### src/rtl/dmem_bytelane_ctrl_if.sv
// Request/response bundle between the datapath and the byte-lane data memory.
// The requester drives the master side; the memory implements the slave side.
interface dmem_bytelane_ctrl_if #(
    parameter int BITS_ADDR = 8
);
    logic                 REQ;
    logic                 WE;
    logic [2:0]           FUNCT3;
    logic [BITS_ADDR-1:0] ADDR;
    logic [31:0]          WriteData;
    logic                 READY;
    logic                 RVALID;
    logic [31:0]          ReadData;
    logic                 ERR;

    modport master (
        output REQ, WE, FUNCT3, ADDR, WriteData,
        input  READY, RVALID, ReadData, ERR
    );

    modport slave (
        input  REQ, WE, FUNCT3, ADDR, WriteData,
        output READY, RVALID, ReadData, ERR
    );
endinterface

### src/rtl/dmem_bytelane_ctrl.sv
// Byte-lane data memory (B/H/W loads+stores, sign/zero extension, hardware clear after reset).
// One access per cycle, RVALID one cycle after accept; REQ is ignored (not queued) while READY=0.
module dmem_bytelane_ctrl #(
    parameter int BITS_ADDR      = 8,
    parameter bit CLEAR_ON_RESET = 1'b1
) (
    input  logic                 CLK,
    input  logic                 RST,
    dmem_bytelane_ctrl_if.slave  bus
);
    localparam int IW    = BITS_ADDR - 2;
    localparam int DEPTH = 2**IW;

    typedef enum logic {ST_CLEAR, ST_IDLE} state_t;

    state_t          state_q, state_d;
    logic [IW-1:0]   cnt_q, cnt_d;
    logic            rvalid_q, rvalid_d;
    logic            err_q, err_d;
    logic [31:0]     rdata_q, rdata_d;

    logic [3:0][7:0] mem_q [DEPTH];

    logic [IW-1:0]   widx, mem_idx;
    logic [1:0]      lane;
    logic            accept, bad, clr;
    logic [3:0]      st_be, mem_be;
    logic [3:0][7:0] st_wdat, mem_wdat;
    logic [31:0]     rd_word, ld_data;
    logic [7:0]      ld_byte;
    logic [15:0]     ld_half;

    assign widx   = bus.ADDR[BITS_ADDR-1:2];
    assign lane   = bus.ADDR[1:0];
    assign accept = bus.REQ && (state_q == ST_IDLE) && !RST;
    assign clr    = (state_q == ST_CLEAR) && !RST;

    // Unsigned loads cannot be stores; halfwords need even, words need 4-aligned addresses.
    always_comb begin
        bad = 1'b0;
        case (bus.FUNCT3)
            3'b000:  bad = 1'b0;
            3'b001:  bad = bus.ADDR[0];
            3'b010:  bad = |bus.ADDR[1:0];
            3'b100:  bad = bus.WE;
            3'b101:  bad = bus.WE | bus.ADDR[0];
            default: bad = 1'b1;
        endcase
    end

    always_comb begin
        st_be   = '0;
        st_wdat = {4{bus.WriteData[7:0]}};
        case (bus.FUNCT3[1:0])
            2'b00: st_be = 4'b0001 << lane;
            2'b01: begin
                st_be   = bus.ADDR[1] ? 4'b1100 : 4'b0011;
                st_wdat = {2{bus.WriteData[15:0]}};
            end
            2'b10: begin
                st_be   = 4'b1111;
                st_wdat = bus.WriteData;
            end
            default: st_be = '0;
        endcase
    end

    assign rd_word = mem_q[widx];
    assign ld_byte = rd_word[{lane, 3'b000} +: 8];
    assign ld_half = bus.ADDR[1] ? rd_word[31:16] : rd_word[15:0];

    always_comb begin
        ld_data = '0;
        case (bus.FUNCT3)
            3'b000:  ld_data = {{24{ld_byte[7]}}, ld_byte};
            3'b100:  ld_data = {24'h0, ld_byte};
            3'b001:  ld_data = {{16{ld_half[15]}}, ld_half};
            3'b101:  ld_data = {16'h0, ld_half};
            3'b010:  ld_data = rd_word;
            default: ld_data = '0;
        endcase
    end

    // The clear sequencer owns the single write port while it runs.
    always_comb begin
        mem_idx  = widx;
        mem_be   = '0;
        mem_wdat = st_wdat;
        if (clr) begin
            mem_idx  = cnt_q;
            mem_be   = 4'b1111;
            mem_wdat = '0;
        end else if (accept && bus.WE && !bad) begin
            mem_be = st_be;
        end
    end

    always_ff @(posedge CLK) begin
        for (int l = 0; l < 4; l++) begin
            if (mem_be[l]) begin
                mem_q[mem_idx][l] <= mem_wdat[l];
            end
        end
    end

    always_comb begin
        state_d  = state_q;
        cnt_d    = cnt_q;
        rvalid_d = accept;
        err_d    = err_q;
        rdata_d  = rdata_q;
        if (state_q == ST_CLEAR) begin
            cnt_d = cnt_q + 1'b1;
            if (&cnt_q) begin
                state_d = ST_IDLE;
            end
        end
        if (accept) begin
            err_d   = bad;
            rdata_d = (bad || bus.WE) ? 32'h0 : ld_data;
        end
    end

    always_ff @(posedge CLK) begin
        if (RST) begin
            state_q  <= CLEAR_ON_RESET ? ST_CLEAR : ST_IDLE;
            cnt_q    <= '0;
            rvalid_q <= 1'b0;
            err_q    <= 1'b0;
            rdata_q  <= '0;
        end else begin
            state_q  <= state_d;
            cnt_q    <= cnt_d;
            rvalid_q <= rvalid_d;
            err_q    <= err_d;
            rdata_q  <= rdata_d;
        end
    end

    assign bus.READY    = (state_q == ST_IDLE);
    assign bus.RVALID   = rvalid_q;
    assign bus.ReadData = rdata_q;
    assign bus.ERR      = err_q;
endmodule

### src/flat_wrapper.sv
// flat-port wrapper written by rule: the top's interface ports become plain ports
module dmem_bytelane_ctrl_flat 
#(
    parameter int BITS_ADDR      = 8,
    parameter bit CLEAR_ON_RESET = 1'b1
)
  (CLK, RST, bus_REQ, bus_WE, bus_FUNCT3, bus_ADDR, bus_WriteData, bus_READY, bus_RVALID, bus_ReadData, bus_ERR);
  dmem_bytelane_ctrl_if #(.BITS_ADDR(BITS_ADDR)) bus_i ();
  input  logic CLK;
  input  logic RST;
  input wire logic [$bits(bus_i.REQ)-1:0] bus_REQ;
  input wire logic [$bits(bus_i.WE)-1:0] bus_WE;
  input wire logic [$bits(bus_i.FUNCT3)-1:0] bus_FUNCT3;
  input wire logic [$bits(bus_i.ADDR)-1:0] bus_ADDR;
  input wire logic [$bits(bus_i.WriteData)-1:0] bus_WriteData;
  output wire logic [$bits(bus_i.READY)-1:0] bus_READY;
  output wire logic [$bits(bus_i.RVALID)-1:0] bus_RVALID;
  output wire logic [$bits(bus_i.ReadData)-1:0] bus_ReadData;
  output wire logic [$bits(bus_i.ERR)-1:0] bus_ERR;
  assign bus_i.REQ = bus_REQ;
  assign bus_i.WE = bus_WE;
  assign bus_i.FUNCT3 = bus_FUNCT3;
  assign bus_i.ADDR = bus_ADDR;
  assign bus_i.WriteData = bus_WriteData;
  assign bus_READY = bus_i.READY;
  assign bus_RVALID = bus_i.RVALID;
  assign bus_ReadData = bus_i.ReadData;
  assign bus_ERR = bus_i.ERR;
  dmem_bytelane_ctrl #(.BITS_ADDR(BITS_ADDR), .CLEAR_ON_RESET(CLEAR_ON_RESET)) u_core (.CLK(CLK), .RST(RST), .bus(bus_i));
endmodule
### config.mk
export PLATFORM = sky130hd
export DESIGN_NAME = dmem_bytelane_ctrl_flat
export DESIGN_NICKNAME = d
export VERILOG_FILES = /design/src/rtl/dmem_bytelane_ctrl_if.sv /design/src/rtl/dmem_bytelane_ctrl.sv /design/src/flat_wrapper.sv
export SDC_FILE = /design/constraint.sdc
export NUM_CORES = 2
export LEC_CHECK = 0
export ABC_CLOCK_PERIOD_IN_PS = 6000
export CORE_MARGIN = 1
export CORE_UTILIZATION = 57
export CTS_CLUSTER_DIAMETER = 80
export DETAILED_ROUTE_END_ITERATION = 6
export GPL_TIMING_DRIVEN = 1
export PLACE_DENSITY = 0.72
export SYNTH_ARGS = -nofsm -noshare
export SYNTH_HDL_FRONTEND = slang
export SYNTH_SLANG_ARGS = --single-unit
### constraint.sdc
create_clock -name CLK -period 6 [get_ports CLK]
set_clock_uncertainty 0.2 [all_clocks]
set_input_delay 1.2 -clock CLK [delete_from_list [all_inputs] [get_ports CLK]]
set_output_delay 1.2 -clock CLK [all_outputs]
set_load 0.01 [all_outputs]
### Word level (Yosys, flattened, before mapping)

Memory sizes are Yosys's and may differ from the RTL's.
Index checks and enable logic that the tools add are counted.

| operators by class | value |
|---|---|
| mux-type cells | 21 |
| div/mod/pow operators | 0 |
| reduce and logical (&&, ||, !) cells | 12 |
| bitwise gates (word level) | 2 |
| shift operators | 2 |
| eq/ne operators | 6 |
| add/subtract/negate cells | 1 |
| order comparisons | 0 |
| multipliers | 0 |

Operator list:

| operator | number |
|---|---|
| 32-bit case mux with 5 select lines | 1 |
| 32-bit 2-to-1 mux | 2 |
| 32-bit case mux with 2 select lines | 1 |
| 32-bit by 6-bit variable part select with 8-bit output | 1 |
| 16-bit 2-to-1 mux | 1 |
| 4-bit 2-to-1 mux | 3 |
| 4-bit case mux with 3 select lines | 1 |
| 1-bit 2-to-1 mux | 10 |
| 6-bit by 1-bit adder with 6-bit output, second input constant | 1 |
| 3-bit == test, second input constant | 2 |
| 6-bit 2-to-1 mux | 1 |
| 6-bit AND reduction | 1 |
| 1-bit logical AND | 5 |
| 1-bit case mux with 5 select lines | 1 |
| 1-bit by 2-bit << shifter with 4-bit output, first input constant | 1 |
| 3-bit by 1-bit == test with 1-bit output, second input constant | 1 |
| 3-bit by 2-bit == test with 1-bit output, second input constant | 1 |
| 3-bit logical NOT | 1 |
| 2-bit by 1-bit == test with 1-bit output, second input constant | 1 |
| 2-bit == test, second input constant | 1 |
| 1-bit logical NOT | 2 |
| 2-bit logical NOT | 1 |
| 2-bit OR reduction | 1 |
| 1-bit logical OR | 1 |
| other kinds (2) | 2 |

| word-level totals | value |
|---|---|
| output and inout bits | 35 |
| latch bits | 0 |
| input bits | 47 |
| flip-flop bits (word level) | 41 |
| memories | 1 |
| ROM bits | 0 |
| bits in writable memories | 2048 |

Memories:

| name | depth | bits a word | read ports | clocked after memory_dff | write ports | line | RTL |
|---|---|---|---|---|---|---|---|
| u_core.mem_q | 64 | 32 | 1 | 0 | 1 | dmem_bytelane_ctrl.sv:22 | `logic [3:0][7:0] mem_q [DEPTH];` |

### Logic depth before layout (Yosys ltp)

| depth | value |
|---|---|
| depth in word-level cells | 8 |
| mapped depth | 14 |
| gate-level depth less buffers | 11 |

### Worst setup path before layout

Ideal clock, no wire load.

| timing | value |
|---|---|
| path kind | in2reg |
| start point | in RST |
| end point | mem u_core.mem_q[0][24] in the netlist's numbering (data pin) |
| path slack | 0.298 ns |
| stages on the path | 5 |
| data arrival time | 4.781 ns |
| buffers on the path | 3 |
| cell sequence | clkbuf_1 -> nor2_1 -> clkbuf_1 -> clkbuf_1 -> a211oi_1 |

RTL lines:

| what | line | RTL |
|---|---|---|
| from (decl) | flat_wrapper.sv:10 | `input logic RST;` |
| to (decl) | dmem_bytelane_ctrl.sv:22 |  |

### Worst setup path in the final report

| timing | value |
|---|---|
| start point | in bus_FUNCT3[0] |
| end point | mem u_core.mem_q[1][9] in the netlist's numbering, enable pin |

| between the ends | value |
|---|---|
| word-level cells in the longest chain between the ends | 8 |

RTL lines:

| what | line | RTL |
|---|---|---|
| from (decl) | flat_wrapper.sv:13 | `input wire logic [$bits(bus_i.FUNCT3)-1:0] bus_FUNCT3;` |
| 3-bit == test (tied with other cells) | dmem_bytelane_ctrl.sv:41 | `case (bus.FUNCT3)` |
| 1-bit case mux with 5 select lines | dmem_bytelane_ctrl.sv:41 |  |
| 1-bit logical NOT | dmem_bytelane_ctrl.sv:93 | `end else if (accept && bus.WE && !bad) begin` |
| 1-bit logical AND | dmem_bytelane_ctrl.sv:93 |  |
| 4-bit 2-to-1 mux * | dmem_bytelane_ctrl.sv:93 |  |
| 4-bit 2-to-1 mux * | dmem_bytelane_ctrl.sv:89 | `if (clr) begin` |
| 1-bit 2-to-1 mux * | dmem_bytelane_ctrl.sv:100 | `if (mem_be[l]) begin` |
| 1-bit 2-to-1 mux (not written as such) * | dmem_bytelane_ctrl.sv:101 | `mem_q[mem_idx][l] <= mem_wdat[l];` |

Mark *: on every way between the ends. The rest lies on a longest branch, timed or not.

==> results.md <==
- Clock tree from TritonCTS: yes
- WHS: 0.269 ns
- Clock buffers created by TritonCTS: 199
- Half-perimeter wire length after placement: 140 mm
- Setup repair after global routing missed its margin: false
- DR vias/cell: 6.76
- Sum Neg Setup Slack: 0 ns
- Routability congestion estimate: 0.926
- Fill cell count: 9186
- Combined global-route utilization of all metal layers: 30.0%
- Initial core utilization: 57.5%
- Cells resized by post-CTS repair: 0
- Antenna violations before repair: 11
- Startpoint type of the worst setup path: primary input
- Overall overflow remaining after global route: 0
- Post-layout min period: 4.45 ns
- Worst voltage drop across the vdd grid: 0.000293 V
- Share of the synthesized area in the top cell type: 74.3%
- CTS H-tree depth: 4
- Synth warnings: 0
- Initial DRT Pass Iterations: 7
- Maximum root-to-sink buffer count: 3
- Highest metal layer with signal wires: met5
- Total power: 0.0303 W
- Number of violations reported at the end of detailed-routing iteration 0: 6255
- Post-Synthesis Net Count: 4066
- Die Y: 383 um
- Number of core rows: 139
- Critical path data arrival time: 4.80 ns
- Post-CTS Hold Fix Bufs: 0
- Post-CTS Repair Setup Buffers: 0
- Cell types occupying the most area after synthesis: edfxtp_1 (74%), mux4_2 (14%), mux2i_1 (2.7%)
- Average detailed-routed wire length per instance: 33.4 um
- Synthesis-to-layout area growth: 14.1%
- Met2 routed WL: 99.7 mm
- Number of endpoints with negative hold slack in the final report: 0
- Slew HR: 12.5%
- Clock-pin slew of the registers on the worst-case setup and hold paths: 0.06 ns
- WP data required: 6.35 ns
- Min-Delay Path Class: flip-flop to flip-flop
- Synth Cell Area: 0.0828 sq mm
- Total of endpoints with negative setup slack in the final report: 0
- Main synth FF type: edfxtp_1
- Avg Inst Size Synth: 20.6 sq um
- Fmax: 0.225 GHz
- Slew of the pin with the lowest slew margin: 1.31 ns
- Register area: 0.0623 sq mm
- Pin count of the biggest net entering global routing: 79
- Number of enable flip-flop cells after synthesis: 2048
- Number of input and output port buffers inserted: 81
- Clock latency on the worst-skew pair: 0.84 ns
- I/O pin count: 82
- Count of pins over their slew limit: 0
- Core Region: 0.144 sq mm
- Residual antenna-violating net count after detailed routing: 0
- Die extent in x: 383 um
- Failing checks: DRC
- Critical path endpoint category: flip-flop
- Multi-input logic area: 0.0193 sq mm
- Leakage power of the design: 31.0 nW
- Portion of the post-synthesis area used by sequential elements: 75.3%
- Cell taking the most area after synthesis: edfxtp_1
- Number of vias after detailed routing: 44.1k
- Layout cell share with drive strength beyond 1: 27.5%
- Post-layout nets: 4491
- Share of synthesized registers carrying an async set or reset: 0%
- Fraction of the cycle the final worst path needs: 74.2%
- Via count of the first global-routing pass: 43.0k
- Total Routed Length: 218 mm
- Instance count of the mapped netlist: 4014
- Post-Route M1 WL: 81.5 mm
- WL met3: 28.5 mm
- Maximum capacitance violations: 0
- Sink count of the clock tree: 2089
- Result of the run: finished with violations
- Kind of critical path: primary input to flip-flop
- Cell at the root of the clock tree: clkbuf_16
- Number of flip-flops and latches in the synthesized netlist: 2089
- Highest fanout seen on the critical path: 24
- Total die area: 0.147 sq mm
- Areal power density over the cells: 321 mW/mm^2
- Slack of the worst reg-to-reg path: 1.80 ns
- DR DRC count: 30
- Wire length of the first global-routing pass: 310 mm
- Number of library cell types mapped by synthesis: 62
cells in the mapped netlist (34+ instances only):
library cell,n
buf_4,37
nand2_1,117
nor3_1,163
a21oi_1,48
dfxtp_1,41
mux2i_1,220
nor2_1,181
o21ai_0,34
a22oi_1,112
mux4_2,513
clkbuf_1,99
buf_2,70
a221oi_1,35
edfxtp_1,2048
report_power, final:
part / total, W / internal, W / leakage [nW] / switching, W
logic: 0.00199 / 0.000649 / 8.82 / 0.00134
registers: 0.0162 / 0.0162 / 19.1 / 0.0000195
clock network: 0.0121 / 0.00678 / 3.06 / 0.00536
through the flow:
stage,setup WS (ns),area (sq um),instances,util (%)
3_3_place_gp,0.839,88100,6141,61.3
4_1_cts,1.58,94400,6514,65.6
5_1_grt,1.45,94400,6514,65.6
3_5_place_dp,0.757,88100,6141,61.3
2_1_floorplan,0.298,82800,4014,-
6_report,1.55,94400,6522,65.6
layout make-up:
type | instances | share of cell area, %
tap | 1903 | 2.52
inverter | 22 | 0.0875
timing repair buffer | 478 | 4.26
antenna | 8 | 0.0212
clock buffer | 250 | 5.52
clock inverter | 123 | 1.13
sequential | 2089 | 66.0
multi-input combinational | 1649 | 20.4
path summary, 6_finish.rpt:
| check | from | to | cells past startpoint |
|---|---|---|---|
| max | bus_FUNCT3[0] | u_core.mem_q[1][9] | 12 |
| min | u_core.bus.ReadData[7] | u_core.bus.ReadData[7] | 1 |
| max reg2reg | u_core.bus.READY | u_core.mem_q[1][9] | 10 |
| min reg2reg | u_core.bus.ReadData[7] | u_core.bus.ReadData[7] | 1 |
routing by layer:
metal	track usage, %	vias up
li1	-	17600
met4	10.9	10
met2	44.4	3117
met3	8.58	492
met5	0	-
met1	43.1	22900
critical path, stage by stage:
cell	delay, ns
clkdlybuf4s50_1	0.55
inv_1	0.10
ha_1	0.25
o21a_1	0.13
o21ai_0	0.17
nand4_1	0.18
nor3b_1	0.30
buf_4	0.23
a21oi_4	0.26
buf_4	0.31
nor3_1	0.78
buf_4	0.28
kinds of logic after synthesis:
family | share of synthesized area, %
compound gates | 2.81
xor+xnor | 0.0423
fa+ha+maj | 0.0756
buf+inv | 1.86
flops | 75.3
mux | 16.8
simple gates | 3.10
registers in the layout (all words and copies together) (netlist names):
signal	flops
u_core.cnt_q	6
u_core.bus.ReadData	32
u_core.bus.ERR	1
u_core.mem_q	2048
u_core.bus.READY	1
u_core.bus.RVALID	1
placed cells by master (no fill, tap or decap), types with 7 or more instances in the layout:
cell / instances
a221oi_1: 35
edfxtp_1: 2048
nand2b_1: 9
diode_2: 8
a21oi_1: 41
nor2b_1: 15
a211oi_1: 10
a211oi_4: 7
o21ai_0: 34
mux2_2: 15
nand3_1: 30
a31oi_1: 14
clkinv_1: 51
nand2_1: 113
clkdlybuf4s50_1: 75
buf_4: 379
nor2_1: 163
clkbuf_1: 49
clkinvlp_4: 7
buf_12: 18
o22ai_1: 12
mux2i_1: 220
a21o_1: 7
mux4_2: 513
nor2_4: 17
nor3_1: 163
inv_1: 20
nor2b_4: 10
o21a_1: 11
clkinv_2: 36
clkbuf_16: 201
dfxtp_1: 41
bufinv_16: 14
a22oi_1: 112
Power figures use the tool's default switching activity.
